<file path="config.mk">
export PLATFORM = sky130hd
export DESIGN_NAME = tremolo_gain_stage
export DESIGN_NICKNAME = d
export VERILOG_FILES = /design/src/rtl/tremolo_gain_stage.sv
export SDC_FILE = /design/constraint.sdc
export NUM_CORES = 1
export LEC_CHECK = 0
export ABC_AREA = 1
export CORE_ASPECT_RATIO = 1.1
export CORE_MARGIN = 5
export CORE_UTILIZATION = 30
export DETAILED_ROUTE_END_ITERATION = 12
export PLACE_DENSITY = 0.47
export SLEW_MARGIN = 15
export SYNTH_ARGS = -nofsm -noshare
export SYNTH_HDL_FRONTEND = slang
export SYNTH_SLANG_ARGS = --single-unit
</file>
<file path="constraint.sdc">
create_clock -name CLK -period 4.7 [get_ports CLK]
set_clock_uncertainty 0.15 [all_clocks]
set_input_delay 0.705 -clock CLK [delete_from_list [all_inputs] [get_ports CLK]]
set_output_delay 0.705 -clock CLK [all_outputs]
set_load 0.01 [all_outputs]
</file>
<file path="src/rtl/tremolo_gain_stage.sv">
// rtl/tremolo_gain_stage.sv - tremolo amplitude modulation of a signed audio stream
//
// Scales each accepted sample by gain = 2^FRAC_BITS - ((depth * lfo) >> 4), with
// lfo clamped to LFO_MAX and depth clamped to 16, using an LSB-first shift-add
// multiplier (one gain bit per cycle). Fixed 13-cycle latency, one sample every
// 14 cycles.
//
// Ports:
//   CLK, RESET    clock, asynchronous active-high reset
//   sample_in     signed input sample, captured on accept
//   sample_valid  sample_in valid
//   sample_ready  block can accept (IDLE and not in reset)
//   lfo_val       unsigned LFO value, captured on accept
//   depth         modulation depth, captured on accept
//   sample_out    registered scaled sample, held between results
//   out_valid     one-cycle pulse while sample_out carries a fresh result
//   busy          operation in progress (LOAD, MUL, DONE)
module tremolo_gain_stage #(
    parameter int DATA_W    = 16,
    parameter int LFO_MAX   = 1000,
    parameter int FRAC_BITS = 10
) (
    input  logic              CLK,
    input  logic              RESET,
    input  logic [DATA_W-1:0] sample_in,
    input  logic              sample_valid,
    output logic              sample_ready,
    input  logic [10:0]       lfo_val,
    input  logic [4:0]        depth,
    output logic [DATA_W-1:0] sample_out,
    output logic              out_valid,
    output logic              busy
);

    localparam int GAIN_W = FRAC_BITS + 1;
    localparam int ACC_W  = DATA_W + GAIN_W;
    localparam int CNT_W  = $clog2(GAIN_W);

    localparam logic [CNT_W-1:0] CNT_LAST  = CNT_W'(GAIN_W - 1);
    localparam logic [15:0]      GAIN_ONE  = 16'(1 << FRAC_BITS);
    localparam logic [10:0]      LFO_CEIL  = 11'(LFO_MAX);
    localparam logic [4:0]       DEPTH_MAX = 5'd16;

    typedef enum logic [1:0] {
        S_IDLE = 2'd0,
        S_LOAD = 2'd1,
        S_MUL  = 2'd2,
        S_DONE = 2'd3
    } state_t;

    state_t                   state_q,      state_d;
    logic [DATA_W-1:0]        sample_q,     sample_d;
    logic [10:0]              lfo_q,        lfo_d;
    logic [4:0]               depth_q,      depth_d;
    logic [GAIN_W-1:0]        gain_q,       gain_d;
    logic [ACC_W-1:0]         acc_q,        acc_d;
    logic [CNT_W-1:0]         cnt_q,        cnt_d;
    logic [DATA_W-1:0]        sample_out_q, sample_out_d;
    logic                     out_valid_q,  out_valid_d;

    logic [10:0]              lfo_c;
    logic [4:0]               depth_c;
    logic [15:0]              dl_prod;
    logic [ACC_W-1:0]         sample_ext;

    assign sample_ready = (state_q == S_IDLE) && !RESET;
    assign busy         = (state_q != S_IDLE);
    assign sample_out   = sample_out_q;
    assign out_valid    = out_valid_q;

    // Sign-extended multiplicand; shifted left by the bit index each MUL cycle.
    assign sample_ext = {{(ACC_W - DATA_W){sample_q[DATA_W-1]}}, sample_q};

    always_comb begin
        state_d      = state_q;
        sample_d     = sample_q;
        lfo_d        = lfo_q;
        depth_d      = depth_q;
        gain_d       = gain_q;
        acc_d        = acc_q;
        cnt_d        = cnt_q;
        sample_out_d = sample_out_q;
        out_valid_d  = 1'b0;

        lfo_c   = (lfo_q > LFO_CEIL) ? LFO_CEIL : lfo_q;
        depth_c = (depth_q > DEPTH_MAX) ? DEPTH_MAX : depth_q;
        dl_prod = 16'(depth_c) * 16'(lfo_c);

        case (state_q)
            S_IDLE: begin
                if (sample_valid) begin
                    sample_d = sample_in;
                    lfo_d    = lfo_val;
                    depth_d  = depth;
                    state_d  = S_LOAD;
                end
            end
            S_LOAD: begin
                // depth*lfo <= 16000, so the >>4 term never exceeds 1000 and the gain stays >= 24.
                gain_d  = GAIN_W'(GAIN_ONE - (dl_prod >> 4));
                acc_d   = '0;
                cnt_d   = '0;
                state_d = S_MUL;
            end
            S_MUL: begin
                if (gain_q[cnt_q]) begin
                    acc_d = acc_q + (sample_ext << cnt_q);
                end
                if (cnt_q == CNT_LAST) begin
                    // Final partial product lands in the same edge that enters DONE,
                    // so sample_out is already valid during the DONE cycle.
                    cnt_d        = '0;
                    sample_out_d = acc_d[FRAC_BITS +: DATA_W];
                    out_valid_d  = 1'b1;
                    state_d      = S_DONE;
                end else begin
                    cnt_d = cnt_q + 1'b1;
                end
            end
            S_DONE: begin
                state_d = S_IDLE;
            end
            default: begin
                state_d = S_IDLE;
            end
        endcase
    end

    always_ff @(posedge CLK or posedge RESET) begin
        if (RESET) begin
            state_q      <= S_IDLE;
            sample_q     <= '0;
            lfo_q        <= '0;
            depth_q      <= '0;
            gain_q       <= '0;
            acc_q        <= '0;
            cnt_q        <= '0;
            sample_out_q <= '0;
            out_valid_q  <= 1'b0;
        end else begin
            state_q      <= state_d;
            sample_q     <= sample_d;
            lfo_q        <= lfo_d;
            depth_q      <= depth_d;
            gain_q       <= gain_d;
            acc_q        <= acc_d;
            cnt_q        <= cnt_d;
            sample_out_q <= sample_out_d;
            out_valid_q  <= out_valid_d;
        end
    end

endmodule

</file>
== After elaboration in Yosys (flattened, before gate mapping) ==
Index checks and enable logic that the tools add are counted.

* Word-level logic and storage cells: 47
* Memory bits (writable): 0
* ROM bits: 0
* Bits in latches: 0
* Bits of input ports: 35
* Memories: 0
* Register bits: 93
* Output and inout port bits: 19

* Multiply operators: 1
* Shifts and indexed selects: 1
* Bitwise gates (word level): 0
* Eq/ne operators: 7
* Reduce and logical (&&, ||, !) cells: 9
* $add $sub $neg: 3
* Order comparisons: 3
* Div/mod/pow operators: 0
* Muxes and demuxes: 13

{| class="wikitable"
|+ Operator list
! kind !! number
|-
| 27-bit case mux with 2 select lines || 1
|-
| 27-bit adder || 1
|-
| 27-bit 2-to-1 mux || 1
|-
| 27-bit by 4-bit << shifter with 27-bit output || 1
|-
| 5-bit by 11-bit multiplier with 15-bit output || 1
|-
| 11-bit by 10-bit > comparator with 1-bit output (second input constant) || 1
|-
| 11-bit 2-to-1 mux || 1
|-
| 11-bit subtractor (first input constant) || 1
|-
| 2-bit case mux with 4 select lines || 1
|-
| 4-bit case mux with 2 select lines || 1
|-
| 2-bit AND reduction || 4
|-
| 2-bit != test (second input constant) || 3
|-
| 5-bit > comparator (second input constant) || 1
|-
| 4-bit by 5-bit < comparator with 1-bit output (second input constant) || 1
|-
| 5-bit 2-to-1 mux || 1
|-
| 4-bit by 1-bit adder with 4-bit output (second input constant) || 1
|-
| 1-bit binary-select mux with 4-bit select || 1
|-
| 2-bit equality test (second input constant) || 2
|-
| 4-bit equality test (second input constant) || 1
|-
| 2-bit 2-to-1 mux || 2
|-
| 4-bit 2-to-1 mux || 1
|-
| 2-bit nonzero test || 2
|-
| 1-bit 2-to-1 mux || 3
|-
| 2-bit by 1-bit equality test with 1-bit output (second input constant) || 1
|-
| 3 further kinds || 3
|}

== Longest topological paths before layout ==
Gate-level depths: netlist (run 1).

* Depth after elaboration: 4
* Gate-level depth with buffers: 31
* Gate-level depth less buffers: 30

== Least setup slack after synthesis (run 1) ==
Ideal clock, no wire load.

* Path kind: reg-to-reg
* Start point: reg lfo_q[1]
* End point: reg gain_q[9]
* Arrival: 4.531 ns
* Setup time: 0.117 ns
* Data required time: 4.433 ns
* Slack: -0.099 ns
* Clock period less this slack: 4.799 ns
* Path buffers: 1
* Cell stages (with the launch flop): 29
* Cells stage by stage: dfrtp_1 > inv_1 > nand2_1 > nor2_1 > nand3_1 > nand2_2 > inv_1 > clkbuf_1 > nor2_1 > inv_1 > nor2_1 > fa_1 > fa_1 > inv_1 > fa_1 > inv_1 > ha_1 > a21oi_1 > o21ai_0 > inv_1 > nand2_1 > nand2_1 > nand2_2 > nor2_4 > nand3_2 > nor2_2 > nand3_1 > nand3_1 > nand2_1

* Word-level cells in the longest chain between the ends: 4

{| class="wikitable"
|+ Ends and longest elaborated chain
! what !! RTL line !! text
|-
| start, declared || 53 || <nowiki>logic [10:0] lfo_q, lfo_d;</nowiki>
|-
| start signal, assigned || 143 || <nowiki>lfo_q <= lfo_d;</nowiki>
|-
| 11-bit by 10-bit > comparator with 1-bit output || 85 || <nowiki>lfo_c = (lfo_q > LFO_CEIL) ? LFO_CEIL : lfo_q;</nowiki>
|-
| 11-bit 2-to-1 mux (*) || 85 ||
|-
| 5-bit by 11-bit multiplier with 15-bit output (*) || 87 || <nowiki>dl_prod = 16'(depth_c) * 16'(lfo_c);</nowiki>
|-
| 11-bit subtractor (*) || 100 || <nowiki>gain_d = GAIN_W'(GAIN_ONE - (dl_prod >> 4));</nowiki>
|-
| end signal, assigned || 145 || <nowiki>gain_q <= gain_d;</nowiki>
|-
| end, declared || 55 || <nowiki>logic [GAIN_W-1:0] gain_q, gain_d;</nowiki>
|}

Every way passes the cells marked *; elsewhere a longest branch is shown, timed or not.
A chain may end at the register's enable or synchronous reset.

== Worst setup path in the final report (run 1) ==
* Start point: reg lfo_q[4]
* End point: reg gain_q[4]

Same word-level chain as after synthesis.

==> impl_metrics.py, run 1 <==
metrics = {
    "outcome": {
        "status": "completed",
    },
    "worst_setup_path": {
        "cp_slowest_cell": "fa_1",
        "path_max_fanout": 4,
        "end_kind": "flop",
        "slowest_delay_ns": 0.56,
        "path_class": "flop to flop",
        "worstPathRequired_ns": 4.82,
        "reg2reg_depth": 27,
        "r2r_slack_ns": 0.02,
        "startpoint_type": "flop",
        "worstPathArrival_ns": 4.80,
    },
    "cells_and_area": {
        "num-nets-final": 1322,
        "final_area_um2": 9950,
        "n_antenna_cell": 0,
        "fillers": 2804,
        "drive_gt1_share_pct": 17.4,
        "register_area_um2": 2300,
        "syn_to_final_growth_pct": 24.9,
        "multi_input_area_um2": 5260,
    },
    "synth": {
        "ys_types": 48,
        "synth_cells": 1109,
        "seq_area_frac_synth_pct": 28.9,
        "synth_commonest_cells": "nand2_1, inv_1, nor2_1, o21ai_0, dfrtp_1",
        "syn_area_um2": 7970,
        "synth.top_cells.by_area": "dfrtp_1, nand2_1, ha_1",
        "yosys.area.top_type": "dfrtp_1",
        "ys_warn_count": 0,
        "synth_area_per_cell_um2": 7.18,
        "ys_ff_latch": 92,
        "synth-edff-count": 0,
        "yosys.area.top_type_share_pct": 28.9,
        "synthArstFlopShare_pct": 100,
        "yosysMostFrequentCell": "nand2_1",
        "synth-main-ff-cell": "dfrtp_1",
    },
    "cts": {
        "clock_sinks": 92,
        "clock_path_buffers": 2,
        "root_buffer": "clkbuf_16",
        "htree_levels": 3,
        "cts_buffers": 9,
        "clkSlewWorstSetupHoldPaths_ns": 0.07,
        "clkLatencyLatePin_ns": 0.36,
        "cts_hold_buf": 0,
        "tritoncts": "yes",
    },
    "detailed_routing": {
        "first_pass_iters": 5,
        "routed_wl_um": 22900,
        "initialDrtViolationCount": 394,
        "vias": 7440,
        "vias_per_cell": 4.76,
        "ant_nets": 0,
        "drc": 0,
        "wl_per_cell_um": 14.7,
    },
    "floorplan": {
        "die_h_um": 181,
        "initial_core_util_pct": 30.5,
        "core_region_area_um2": 26100,
        "io_pins": 54,
        "die_area_um2": 29900,
        "die_w_um": 165,
        "std_cell_rows": 62,
    },
    "sta": {
        "period_share_pct": 99.5,
        "rsz0062_at_grt": "yes",
        "worst_pin_slew_ns": 0.855,
        "fmax_ghz": 0.214,
        "setup_viol": 0,
        "fin_crit_ns": 4.68,
        "max_slew_margin_pct": 43.0,
        "hold_viol": 0,
        "slew_violations": 0,
    },
    "hold_path": {
        "hold_depth": 2,
        "hp-class": "flop to flop",
    },
    "global_route": {
        "grt_max_degree": 63,
        "grt_pass1_wl_um": 37800,
        "grt_usage_pct": 15.7,
        "antenna_found_initial": 0,
        "grt_pass1_vias": 7528,
        "grt-ovfl-total": 0,
    },
    "placed_design": {
        "dpl-instance-area_um2": 9170,
        "dpl.hpwl_um": 18100,
        "finalWeightedCongestion": 0.911,
        "port-buffer-count": 53,
    },
    "flow_run": {
        "cap_violations": 0,
    },
}
-- metal layers --
metal | vias up | routed length [um] | global-route usage [%]
met5 | - | 0 | 0
met2 | 82 | 11600 | 27.1
li1 | 3804 | - | -
met4 | 0 | 537 | 4.82
met1 | 3526 | 10200 | 20.0
met3 | 28 | 595 | 2.48
-- cells in the final DEF (no fill, tap or decap), types with 15 or more instances in the layout --
cell             instances
buf_4                   60
fa_1                    26
mux2_2                  19
nor2_2                  16
ha_1                    45
nand2_1                235
o21ai_0                100
dfrtp_1                 92
nand2_2                 24
nand3_1                 62
inv_1                  134
nor2_1                 100
a21oi_1                 54
inv_2                   15
clkdlybuf4s50_1         53
-- path summary, 6_finish.rpt --
kind	startpoint	endpoint
max reg2reg	lfo_q[4]	gain_q[4]
min in group asynchronous	RESET	sample_q[9]
max	lfo_q[4]	gain_q[4]
min	gain_q[2]	gain_q[2]
max in group asynchronous	RESET	acc_q[5]
min reg2reg	gain_q[2]	gain_q[2]
-- timing repair --
| action | CTS | global route |
|---|---|---|
| resized for setup | 43 | 42 |
| setup buffers | 12 | 6 |
| cloned | 1 | 0 |
| endpoints found under the setup margin | 5 | 8 |
| pin swaps | 34 | 32 |
-- flip-flops by register name, summed over array words and instances, names as in the netlist --
register and flops:
depth_q 5, gain_q 11, out_valid 1, sample_q 16, acc_q 26, state_q 2, sample_out 16, cnt_q 4
lfo_q 11
-- metrics by stage --
stage / TNS [ns] / util, % / hold WS [ns] / worst slack (ns) / cells
after detailed placement: -0.227 / 35.1 / 0.315 / -0.0684 / 1530
after CTS: -0.0740 / 37.3 / 0.334 / -0.0429 / 1558
after global routing: -1.46 / 38.1 / 0.345 / -0.279 / 1564
after floorplan: 0 / - / 0.294 / 0.0136 / 1111
after global placement: -0.190 / 35.1 / 0.310 / -0.0465 / 1530
final: 0 / 38.1 / 0.329 / 0.0219 / 1564
-- kinds of logic (layout without fill, tap and decap cells) --
family          count (synthesis)  in the layout  share of synthesized area [%]
xor+xnor                       19             19                           2.09
other cells                     2              4                         0.0943
compound gates                216            216                           15.0
buf+inv                       186            287                           8.97
flops                          92             92                           28.9
simple gates                  493            493                           27.0
mux                            22             22                           3.06
fa+ha+maj                      79             79                           14.9
-- cell type report --
cell class	instances	share of cell area, %
multi-input combinational	833	52.8
timing repair buffer	118	10.5
clock inverter	5	0.855
tap	352	4.43
clock buffer	10	2.30
sequential	92	23.1
timing repair inverter	1	0.0755
inverter	153	5.84
-- worst max-delay path: cells and delay by family (launching register included) --
family	cells	cell delay (ns)
AO/OA/AOI/OAI	3	0.37
flip-flops	1	0.42
adder cells (fa/ha/maj)	4	1.90
buffers and inverters	7	0.71
AND/OR/NAND/NOR	13	1.03
Power of run 1 is left out: the tool's default activity adds up to more than one toggle a clock period on the data nets, which glitch-free logic cannot reach.
==> inputs of run 2 (changes only) <==
--- a/config.mk
+++ b/config.mk
@@ -6,6 +6,7 @@
 export NUM_CORES = 1
 export LEC_CHECK = 0
 export ABC_AREA = 1
+export CAP_MARGIN = 20
 export CORE_ASPECT_RATIO = 1.1
 export CORE_MARGIN = 5
 export CORE_UTILIZATION = 30
==> results of run 2 <==
No change in the layout: final DEF, timing and power equal those of run 1.
Power of run 2 is left out for the same reason.
==> inputs of run 3 (changes only) <==
--- a/config.mk
+++ b/config.mk
@@ -9,9 +9,9 @@
 export CAP_MARGIN = 20
 export CORE_ASPECT_RATIO = 1.1
 export CORE_MARGIN = 5
-export CORE_UTILIZATION = 30
+export CORE_UTILIZATION = 40
 export DETAILED_ROUTE_END_ITERATION = 12
-export PLACE_DENSITY = 0.47
+export PLACE_DENSITY = 0.59
 export SLEW_MARGIN = 15
 export SYNTH_ARGS = -nofsm -noshare
 export SYNTH_HDL_FRONTEND = slang
==> impl_metrics.py, run 3 (same netlist as run 1, synthesis figures left out) <==
metrics = {
    "outcome": {
        "status": "completed",
    },
    "flow_run": {
        "cap_violations": 0,
    },
    "worst_setup_path": {
        "cp_num_buf_inv": 5,
        "path_class": "flop to flop",
        "worstPathRequired_ns": 4.79,
        "worstPathArrival_ns": 4.78,
        "startpoint_type": "flop",
        "end_kind": "flop",
        "crit_family": "simple AND/OR/NAND/NOR gates",
        "path_max_fanout": 4,
        "slowest_delay_ns": 0.57,
        "cp_slowest_cell": "fa_1",
    },
    "placed_design": {
        "port-buffer-count": 53,
        "finalWeightedCongestion": 0.943,
        "dpl.hpwl_um": 16800,
        "dpl-instance-area_um2": 8990,
    },
    "cts": {
        "tritoncts": "yes",
        "root_buffer": "clkbuf_16",
        "clock_path_buffers": 2,
        "htree_levels": 3,
        "clkLatencyLatePin_ns": 0.36,
        "cts_buffers": 9,
        "clkSlewWorstSetupHoldPaths_ns": 0.07,
        "clock_sinks": 92,
        "cts_hold_buf": 0,
    },
    "sta": {
        "max_slew_margin_pct": 35.1,
        "rsz0062_at_grt": "yes",
        "hold_viol": 0,
        "period_share_pct": 99.7,
        "slew_violations": 0,
        "setup_viol": 0,
        "fmax_ghz": 0.213,
        "worst_pin_slew_ns": 0.970,
        "fin_crit_ns": 4.69,
    },
    "cells_and_area": {
        "final_common_cell": "nand2_1",
        "regMostFlops": "acc_q",
        "final_cell_mix": "nand2_1, inv_1, nor2_1",
        "final_area_um2": 9880,
        "drive_gt1_share_pct": 18.3,
        "syn_to_final_growth_pct": 24.1,
        "num-nets-final": 1318,
        "largest_reg_flops": 26,
        "n_antenna_cell": 0,
    },
    "detailed_routing": {
        "first_pass_iters": 5,
        "ant_nets": 0,
        "vias_per_cell": 5.12,
        "vias": 7469,
        "routed_wl_um": 21700,
        "initialDrtViolationCount": 362,
        "wl_per_cell_um": 14.9,
        "drc": 0,
    },
    "global_route": {
        "grt_pass1_vias": 7334,
        "grt_usage_pct": 19.4,
        "antenna_found_initial": 0,
        "grt_pass1_wl_um": 35300,
        "grt_max_degree": 63,
        "grt-ovfl-total": 0,
    },
    "floorplan": {
        "die_w_um": 145,
        "die_area_um2": 22800,
        "initial_core_util_pct": 40.4,
        "io_pins": 54,
        "core_region_area_um2": 19700,
        "die_h_um": 158,
        "std_cell_rows": 54,
    },
    "hold_path": {
        "hp-class": "flop to flop",
    },
}
run 3: changes by cell type in the layout (fill, tap and decap cells not counted), moves of 3 or more:
| cell | before | now |
|---|---|---|
| nand3_1 | 62 | 58 |
| nand2_1 | 235 | 231 |
| nand2_2 | 24 | 27 |
| nor2_4 | 11 | 20 |
| nor2_2 | 16 | 7 |
| nand3_2 | 5 | 9 |
run 3: worst min-delay path: cells and delay by family, from the launching register on:
kind / cells / cell delay, ns
DFF: 1 / 0.34
and+or+nand+nor: 2 / 0.10
run 3: routing by layer:
| layer | vias to the layer above | routed length [um] | GRT usage (%) |
|---|---|---|---|
| li1 | 3794 | - | - |
| met1 | 3525 | 9680 | 24.6 |
| met2 | 118 | 10900 | 33.5 |
| met3 | 32 | 568 | 3.08 |
| met4 | 0 | 543 | 6.84 |
| met5 | - | 0 | 0 |
run 3: worst paths after layout:
check | from | endpoint | slack (ns) | depth (start not counted)
worst max register to register | lfo_q[8] | gain_q[10] | 0.01 | 27
worst min-delay path | sample_out[8] | sample_out[8] | 0.33 | 2
worst min register to register | sample_out[8] | sample_out[8] | 0.33 | 2
min in group asynchronous | RESET | state_q[0] | 0.72 | 2
max in group asynchronous | RESET | depth_q[4] | 2.92 | 3
worst max-delay path | lfo_q[8] | gain_q[10] | 0.01 | 27
run 3: cell type report:
class / instances / area (um2)
multi-input combinational: 833 / 5390
timing repair buffer: 115 / 1020
tap: 252 / 315
clock buffer: 10 / 229
clock inverter: 5 / 38.8
inverter: 153 / 586
fill: 1989 / 9850
sequential: 92 / 2300
run 3: timing repair:
item	4_1_cts	5_1_grt
resized for setup	35	79
endpoints found under the setup margin	6	9
hold endpoints to repair	0	0
buffers inserted	11	10
pin swaps	22	54
run 3: stage by stage:
| step | TNS (ns) | hold WS (ns) | worst slack (ns) | cells | utilization [%] |
|---|---|---|---|---|---|
| floorplan | 0 | 0.294 | 0.0136 | 1111 | - |
| global placement | 0 | 0.311 | 0.000322 | 1424 | 45.6 |
| detailed placement | -0.168 | 0.312 | -0.0491 | 1424 | 45.6 |
| CTS | 0 | 0.331 | 0.0317 | 1450 | 48.2 |
| global route | -1.49 | 0.356 | -0.248 | 1460 | 50.1 |
| finish | 0 | 0.329 | 0.0122 | 1460 | 50.1 |
Power of run 3 is left out for the same reason.
